--- src/rtl/dp_pkg.sv ---
// Shared definitions for the pipelined register-file datapath:
// ALU operation encodings and the signed-overflow rule.
package dp_pkg;

    typedef enum logic [2:0] {
        OP_ADD   = 3'd0,
        OP_SUB   = 3'd1,
        OP_AND   = 3'd2,
        OP_OR    = 3'd3,
        OP_XOR   = 3'd4,
        OP_PASSA = 3'd5,
        OP_PASSB = 3'd6,
        OP_SLT   = 3'd7
    } op_e;

    // Works on sign bits only, so it is independent of the datapath width.
    function automatic logic signed_overflow(input logic sign_a,
                                             input logic sign_b,
                                             input logic sign_r,
                                             input logic is_sub);
        logic signs_trigger;
        signs_trigger = is_sub ? (sign_a != sign_b) : (sign_a == sign_b);
        return signs_trigger && (sign_r != sign_a);
    endfunction

endpackage

--- src/rtl/dp_alu.sv ---
// Combinational eight-function ALU with signed overflow flag.
module dp_alu
    import dp_pkg::*;
#(
    parameter int WIDTH = 32
) (
    input  logic [WIDTH-1:0] a,
    input  logic [WIDTH-1:0] b,
    input  op_e              op,
    output logic [WIDTH-1:0] result,
    output logic             over
);

    always_comb begin
        result = '0;
        over   = 1'b0;
        case (op)
            OP_ADD: begin
                result = a + b;
                over   = signed_overflow(a[WIDTH-1], b[WIDTH-1], result[WIDTH-1], 1'b0);
            end
            OP_SUB: begin
                result = a - b;
                over   = signed_overflow(a[WIDTH-1], b[WIDTH-1], result[WIDTH-1], 1'b1);
            end
            OP_AND:   result = a & b;
            OP_OR:    result = a | b;
            OP_XOR:   result = a ^ b;
            OP_PASSA: result = a;
            OP_PASSB: result = b;
            OP_SLT:   result = {{(WIDTH-1){1'b0}}, ($signed(a) < $signed(b))};
            default:  result = '0;
        endcase
    end

endmodule

--- src/rtl/pipe_datapath.sv ---
// Two-stage (issue / EX) register-file datapath with valid/ready issue,
// EX-to-issue forwarding or one-cycle hazard stall, and sticky overflow.
module pipe_datapath
    import dp_pkg::*;
#(
    parameter int WIDTH  = 32,
    parameter int NREG   = 32,
    parameter int FWD_EN = 1
) (
    input  logic                      clk,
    input  logic                      rst,
    input  logic                      in_valid,
    output logic                      in_ready,
    input  logic [$clog2(NREG)-1:0]   addressA,
    input  logic [$clog2(NREG)-1:0]   addressB,
    input  logic [$clog2(NREG)-1:0]   addressD,
    input  logic [WIDTH-1:0]          dataIn,
    input  logic                      asel,
    input  logic                      bsel,
    input  logic [2:0]                opsel,
    input  logic                      wen,
    input  logic                      oen,
    input  logic                      over_clr,
    output logic [WIDTH-1:0]          outPut,
    output logic                      out_valid,
    output logic                      over,
    output logic                      over_sticky
);

    localparam int AW = $clog2(NREG);

    logic [WIDTH-1:0] regs [NREG];

    logic             ex_valid;
    logic             ex_wen;
    logic             ex_oen;
    logic [AW-1:0]    ex_addressD;
    op_e              ex_op;
    logic [WIDTH-1:0] ex_a;
    logic [WIDTH-1:0] ex_b;

    logic [WIDTH-1:0] alu_result;
    logic             alu_over;

    logic             hazard_a;
    logic             hazard_b;
    logic             accept;
    logic [WIDTH-1:0] operand_a;
    logic [WIDTH-1:0] operand_b;

    assign hazard_a = ex_valid && ex_wen && asel && (addressA == ex_addressD);
    assign hazard_b = ex_valid && ex_wen && bsel && (addressB == ex_addressD);

    // Without forwarding, the bubble lets the EX write land before the re-read.
    assign in_ready = (FWD_EN != 0) ? 1'b1 : !(hazard_a || hazard_b);
    assign accept   = in_valid && in_ready;

    always_comb begin
        operand_a = regs[addressA];
        if (!asel) begin
            operand_a = dataIn;
        end else if ((FWD_EN != 0) && hazard_a) begin
            operand_a = alu_result;
        end
    end

    always_comb begin
        operand_b = regs[addressB];
        if (!bsel) begin
            operand_b = dataIn;
        end else if ((FWD_EN != 0) && hazard_b) begin
            operand_b = alu_result;
        end
    end

    always_ff @(posedge clk or posedge rst) begin
        if (rst) begin
            ex_valid    <= 1'b0;
            ex_wen      <= 1'b0;
            ex_oen      <= 1'b0;
            ex_addressD <= '0;
            ex_op       <= OP_ADD;
            ex_a        <= '0;
            ex_b        <= '0;
        end else begin
            ex_valid <= accept;
            if (accept) begin
                ex_wen      <= wen;
                ex_oen      <= oen;
                ex_addressD <= addressD;
                ex_op       <= op_e'(opsel);
                ex_a        <= operand_a;
                ex_b        <= operand_b;
            end
        end
    end

    dp_alu #(
        .WIDTH (WIDTH)
    ) u_alu (
        .a      (ex_a),
        .b      (ex_b),
        .op     (ex_op),
        .result (alu_result),
        .over   (alu_over)
    );

    always_ff @(posedge clk or posedge rst) begin
        if (rst) begin
            for (int i = 0; i < NREG; i++) begin
                regs[i] <= '0;
            end
        end else if (ex_valid && ex_wen) begin
            regs[ex_addressD] <= alu_result;
        end
    end

    always_ff @(posedge clk or posedge rst) begin
        if (rst) begin
            outPut    <= '0;
            out_valid <= 1'b0;
            over      <= 1'b0;
        end else begin
            out_valid <= ex_valid && ex_oen;
            if (ex_valid && ex_oen) begin
                outPut <= alu_result;
                over   <= alu_over;
            end
        end
    end

    // A new overflow takes priority over a simultaneous clear.
    always_ff @(posedge clk or posedge rst) begin
        if (rst) begin
            over_sticky <= 1'b0;
        end else if (ex_valid && ex_oen && alu_over) begin
            over_sticky <= 1'b1;
        end else if (over_clr) begin
            over_sticky <= 1'b0;
        end
    end

endmodule

--- config.mk ---
export PLATFORM = sky130hd
export DESIGN_NAME = pipe_datapath
export DESIGN_NICKNAME = d
export VERILOG_FILES = /design/src/rtl/dp_pkg.sv /design/src/rtl/dp_alu.sv /design/src/rtl/pipe_datapath.sv
export SDC_FILE = /design/constraint.sdc
export NUM_CORES = 2
export LEC_CHECK = 0
export BUFFER_PORTS_ARGS = -buffer_cell sky130_fd_sc_hd__buf_2
export CAP_MARGIN = 40
export CELL_PAD_IN_SITES_DETAIL_PLACEMENT = 1
export CELL_PAD_IN_SITES_GLOBAL_PLACEMENT = 1
export CORE_UTILIZATION = 30
export CTS_BUF_LIST = sky130_fd_sc_hd__clkbuf_8
export DETAILED_ROUTE_END_ITERATION = 10
export PLACE_DENSITY = 0.53
export SYNTH_ARGS = -nofsm -noshare
export SYNTH_HDL_FRONTEND = slang
export SYNTH_SLANG_ARGS = --single-unit
--- constraint.sdc ---
create_clock -name clk -period 31.4 [get_ports clk]
set_input_delay 1.57 -clock clk [delete_from_list [all_inputs] [get_ports clk]]
set_output_delay 1.57 -clock clk [all_outputs]
set_load 0.01 [all_outputs]
# Word level (Yosys, flattened, before mapping)
# Index checks and enable logic that the tools add are counted.
totals:
  regBits: 1134
  input_bits: 58
  wordCells: 98
op_classes:
  addsub: 2
  order_cmp: 5
  eq_ne: 13
  n_mux: 17
  n_bitwise: 6
  n_reduce_logical: 12
ops:
  columns: ["op", "count"]
  rows:
  - ["bitwise mux 1024 bit", 1]
  - ["binary-select mux 32 bit (select 5 bit)", 2]
  - ["2-to-1 mux 32 bit", 9]
  - ["case mux 32 bit (8 select lines)", 1]
  - ["demux 32 bit (select 5 bit)", 1]
  - ["adder 32 bit", 1]
  - ["AND 32 bit", 1]
  - ["less-than comparator 32 bit", 1]
  - ["OR 32 bit", 1]
  - ["subtractor 32 bit", 1]
  - ["XOR 32 bit", 1]
  - ["greater-or-equal comparator 6 bit (second input constant)", 3]
  - ["inverter 5 -> 6 bit", 3]
  - ["== test 3 bit (second input constant)", 4]
  - ["== test 5 bit", 2]
  - ["logical AND 1 bit", 10]
  - ["== test 3 x 2 -> 1 bit (second input constant)", 2]
  - ["less-than comparator 6 x 1 -> 1 bit (second input constant)", 1]
  - ["== test 3 x 1 -> 1 bit (second input constant)", 1]
  - ["logical NOT 3 bit", 1]
  - ["inequality test 1 bit", 3]
  - ["2-to-1 mux 1 bit", 2]
  - ["case mux 1 bit (2 select lines)", 1]
  - ["nonzero test 2 bit", 1]
  - ["== test 1 bit", 1]

# Logic depth before layout (Yosys ltp)
depth:
  word_depth: 6
  ltp_mapped: 15
  mapped_depth_nobuf: 14

# Hierarchy
# From an unflattened synthesis, not the netlist that was laid out.
unflattened:
  cells_unflattened: 4895
  hier_area_um2: 65113.7
modules_own_cells:
  columns: ["module", "instances", "cells_each", "area_per_inst_um2", "seq_area_each_um2"]
  rows:
  - ["pipe_datapath", 1, 4040, 59425.7, 28377.2]
  - ["dp_alu", 1, 855, 5688.0, 0.0]

# Worst setup path after synthesis
# OpenSTA, ideal clock, no wires.
synth_timing:
  path_type: "input -> register"
  startpoint: "input addressB[0]"
  endpoint: "register ex_b[18]"
  t_arrival_ns: 4.074
  path_slack_ns: 27.178
  cell_stages: 9
  n_path_buf: 5
  path_cell_list: "buf_2 -> buf_2 -> buf_2 -> buf_4 -> buf_1 -> mux4_2 -> mux4_2 -> mux2i_1 -> o221ai_1"
synth_via:
  elab_chain_len: 6
  word_cells_on_any_way: 8
synth_rtl:
  columns: ["element", "line_no", "rtl"]
  rows:
  - ["start, declared", "pipe_datapath.sv:15", "input logic [$clog2(NREG)-1:0] addressB,"]
  - ["inverter 5 -> 6 bit (implied by the code)", "pipe_datapath.sv:68", "operand_b = regs[addressB];"]
  - ["binary-select mux 32 bit (select 5 bit)", "pipe_datapath.sv:68", null]
  - ["2-to-1 mux 32 bit (implied by the code) (2 in a row)", "pipe_datapath.sv:68", null]
  - ["2-to-1 mux 32 bit *", "pipe_datapath.sv:71", "end else if ((FWD_EN != 0) && hazard_b) begin"]
  - ["2-to-1 mux 32 bit *", "pipe_datapath.sv:69", "if (!bsel) begin"]
  - ["end signal, assigned", "pipe_datapath.sv:93", "ex_b <= operand_b;"]
  - ["end, declared", "pipe_datapath.sv:40", "logic [WIDTH-1:0] ex_b;"]
# Every way passes the cells marked *; elsewhere a longest branch is shown, timed or not. The select of a mux whose other input is x is not followed.
# A chain may end at the register's enable or synchronous reset.

==> summary.txt <==
Outcome
  – Status: finished, final reports clean

Floorplan
  – Core area: 208,000 sq um
  – Cell Rows: 167
  – Total die area: 211,000 sq um
  – Ports: 94
  – Chip height: 460 um
  – Initial Util: 30.3%
  – Die X-Extent: 460 um

Setup path
  – Crit-path cells: buf_2 -> clkinvlp_4 -> buf_12 -> buf_4 -> buf_4 -> buf_4 -> buf_4 -> buf_4 -> buf_12 -> buf_4 -> buf_16
  – Reg2Reg Launch Point: ex_a[7]
  – Crit. End Element: asynchronous set/reset pin
  – Crit path DAT: 7.76 ns
  – Crit Path Category: in2async
  – RR Endpoint: ex_b[22]
  – Slowest-stage cell, CP: buf_4
  – CP required: 32.54 ns
  – Startpoint Class: primary input
  – Slowest stage delay, CP: 0.77 ns
  – Crit path max-delay family: buffers and inverters
  – Setup slack, reg-to-reg: 26.42 ns
  – Most used cell, CP: buf_4
  – Worst-case reg-to-reg path depth: 13
  – Worst path buffer plus inverter count: 11
  – Worst Path Max Fanout: 138

Min path
  – HP Start: outPut[26]
  – Hold Path End: outPut[26]
  – HP Class: reg2reg
  – Hold Path Stages: 2

Cells and area
  – Synth-to-Final Area Change: 14.0%
  – Share of post-route cells with drive strength above 1: 23.1%
  – Commonest cells after routing, fill and taps aside: o21ai_0 (1,168), dfrtp_1 (1,131), nand2_1 (1,126)
  – Final Cell Area: 71,700 sq um
  – Net count reported at finish: 5,857
  – Fillers: 22,797
  – Most common cell after layout, fill and taps aside: o21ai_0

Detailed routing
  – Via count of the routed design: 48,857
  – DRT Pass-1 Iters: 5
  – DR iter-0 viols: 4,542
  – Drt drc: 0
  – Vias/cell: 5.64
  – Routed Antenna Nets: 0
  – Routed length per instance: 30.0 um
  – Final WL: 260,000 um

Clock tree
  – Clock sinks: 1,134
  – Clk slew on worst S/H paths: 0.06 ns
  – Max Root-Sink Buffers: 3
  – Post-CTS setup buffer count: 0
  – CTS buffer count: 209
  – Hold_buf cts: 0
  – Clock Tree Root: clkbuf_8
  – Htree depth: 4
  – CTS-repair resized insts: 0
  – Worst skew pair latency: 1.01 ns
  – CTS tree: done

Timing
  – Final worst path period need: 6.62 ns
  – Clock skew: 0.0512 ns
  – Final Cycle Share: 21.1%
  – RSZ-0062 raised after global routing: false
  – Rel. slew slack: 30.4%
  – Final Setup Violations: 0
  – Final TNS setup: 0 ns
  – Final hold violation count: 0
  – Worst slew pin tran: 1.04 ns
  – Maximum clock rate: 151 MHz
  – Max-slew violations: 0

Synth
  – Synth Area in Compound Gates: 13.8%
  – Post-Synth Adder-Cell Area: 1.97%
  – Main combinational cell family by area after synthesis: multiplexers
  – FF+latch count, synth: 1,134
  – YS warnings: 0
  – Most used DFF post-synth: dfrtp_1
  – Syn Std Cell Area: 62,900 sq um
  – Synth Area in XOR/XNOR: 0.418%
  – Post-synthesis simple-gate area fraction: 9.42%
  – EDFF count, synth: 0
  – Syn Nets: 5,933
  – Mean Syn Cell Area: 10.9 sq um
  – Gate Count Post-Synth: 5,777
  – Mux contribution to synthesized area: 24.9%
  – Post-synth cell types: 82
  – Sequential fraction of the synthesis area: 45.1%
  – Async SR Flop Fraction: 100%

Pwr
  – Leakage: 0.0309 uW
  – Switching power: 1770 uW
  – Power per cell area: 71.1 nW/um^2
  – Clk pwr share: 30.0%
  – Flop pwr share: 42.1%
  – Maximum VDD drop: 33.7 uV
  – Sw Share: 34.7%
  – Cell-internal power: 3330 uW
  – Combinational share of power: 27.9%

Run
  – Max-cap viol count: 0

Placed design
  – PortBufs: 92
  – Post-DP HPWL: 164,000 um
  – Placed inst area: 67,200 sq um
  – Placer Congestion: 0.940

Global route
  – Initial antenna violation count: 17
  – First-pass GRT wire length: 379,000 um
  – Vias in the first global route: 50,835
  – GR Overflow Total: 0
  – Pin count of the biggest net entering global routing: 139
  – GRT Total Usage: 24.8%
[metrics by stage]
stage	setup slack, ns	total power [uW]	cells	hold WS, ns	utilization (%)
global route	24.01	5380	8662	0.512	34.5
finish	24.78	5100	8667	0.475	34.5
global placement	23.24	3500	8235	0.463	31.9
detailed placement	23.51	3580	8277	0.470	32.4
CTS	24.61	5130	8660	0.484	34.5
floorplan	14.18	3060	5777	0.461	-
[routing by layer]
layer	GRT usage (%)	wire [um]	vias to the layer above	part of all wire [%]
li1	-	-	20863	-
met1	35.5	119000	26039	46
met2	38.2	117000	1514	45
met3	3.92	14900	439	5.7
met4	8.22	8210	2	3.2
met5	0	20	-	0.0077
[synthesized netlist by cell type, drive strengths merged, types with 12 or more instances]
cell type  instances  area (sq um)
mux2              44           495
a31oi             15          93.8
nor2             174           653
nand2           1159          4350
inv              127           477
mux4             640         14400
dfrtp           1134         28400
a21o              17           128
clkbuf           405          1540
ha                96          1200
xnor2             18           158
o221ai            31           278
buf              149           659
a21oi            169           846
and3              15          93.8
nor3              26           146
a211oi            16           135
o211ai            15           113
mux2i             76           761
nand3             20           100
o21ai           1200          6010
and2              12          75.1
xor2              12           105
o31ai             12          90.1
nor2b             13          81.3
[kinds of logic after synthesis]
family | count (synthesis)
mux | 760
xor+xnor | 30
buf+inv | 683
simple gates | 1480
fa+ha+maj | 98
compound gates | 1591
flops | 1134
other cells | 1
[worst register-to-register path, stage by stage, from the launching register on]
cell	delay, ns
dfrtp_1	0.64
inv_1	0.31
ha_1	0.51
and3_1	0.22
o21ai_0	0.34
a21boi_0	0.21
nor3_1	0.66
o21ai_0	0.49
and4_1	0.35
a41o_1	0.22
o21ai_2	0.14
buf_4	0.38
mux2_2	0.27
o21ai_0	0.08
[registers in the layout (all words and copies together) (netlist names)]
register	cells
ex_b	32
ex_op	3
over	1
out_valid	1
ex_a	32
ex_addressD	5
ex_valid	1
outPut	32
over_sticky	1
regs	1024
ex_wen	1
ex_oen	1
[power by group through the flow]
stage | registers, uW | logic, uW | clock network, uW
detailed placement | 2160 | 1420 | 0
CTS | 2140 | 1420 | 1570
floorplan | 2060 | 1000 | 0
global route | 2200 | 1560 | 1630
global placement | 2140 | 1360 | 0
finish | 2150 | 1420 | 1530
[cell type report]
cell class              count  area (sq um)  share of cell area, %
repair buffers            267          2600                   3.62
multi-input cells        3960         32300                   45.0
clock buffers             273          3760                   5.24
flip-flops and latches   1134         28400                   39.6
inverters                 129           488                  0.681
clock inverters           110           702                  0.979
well taps                2788          3490                   4.87
diodes                      6          15.0                 0.0209
[how the worst max path moves through the flow]
stage | start | to | slack (ns) | depth (start not counted)
6_report | rst | regs[455] | 24.78 | 11
5_1_grt | rst | regs[185] | 24.01 | 11
4_1_cts | rst | ex_a[31] | 24.61 | 11
3_5_place_dp | rst | ex_a[31] | 23.51 | 11
3_3_place_gp | rst | ex_a[31] | 23.24 | 10
2_1_floorplan | rst | ex_a[0] | 14.18 | 1
Power figures use the tool's default switching activity.
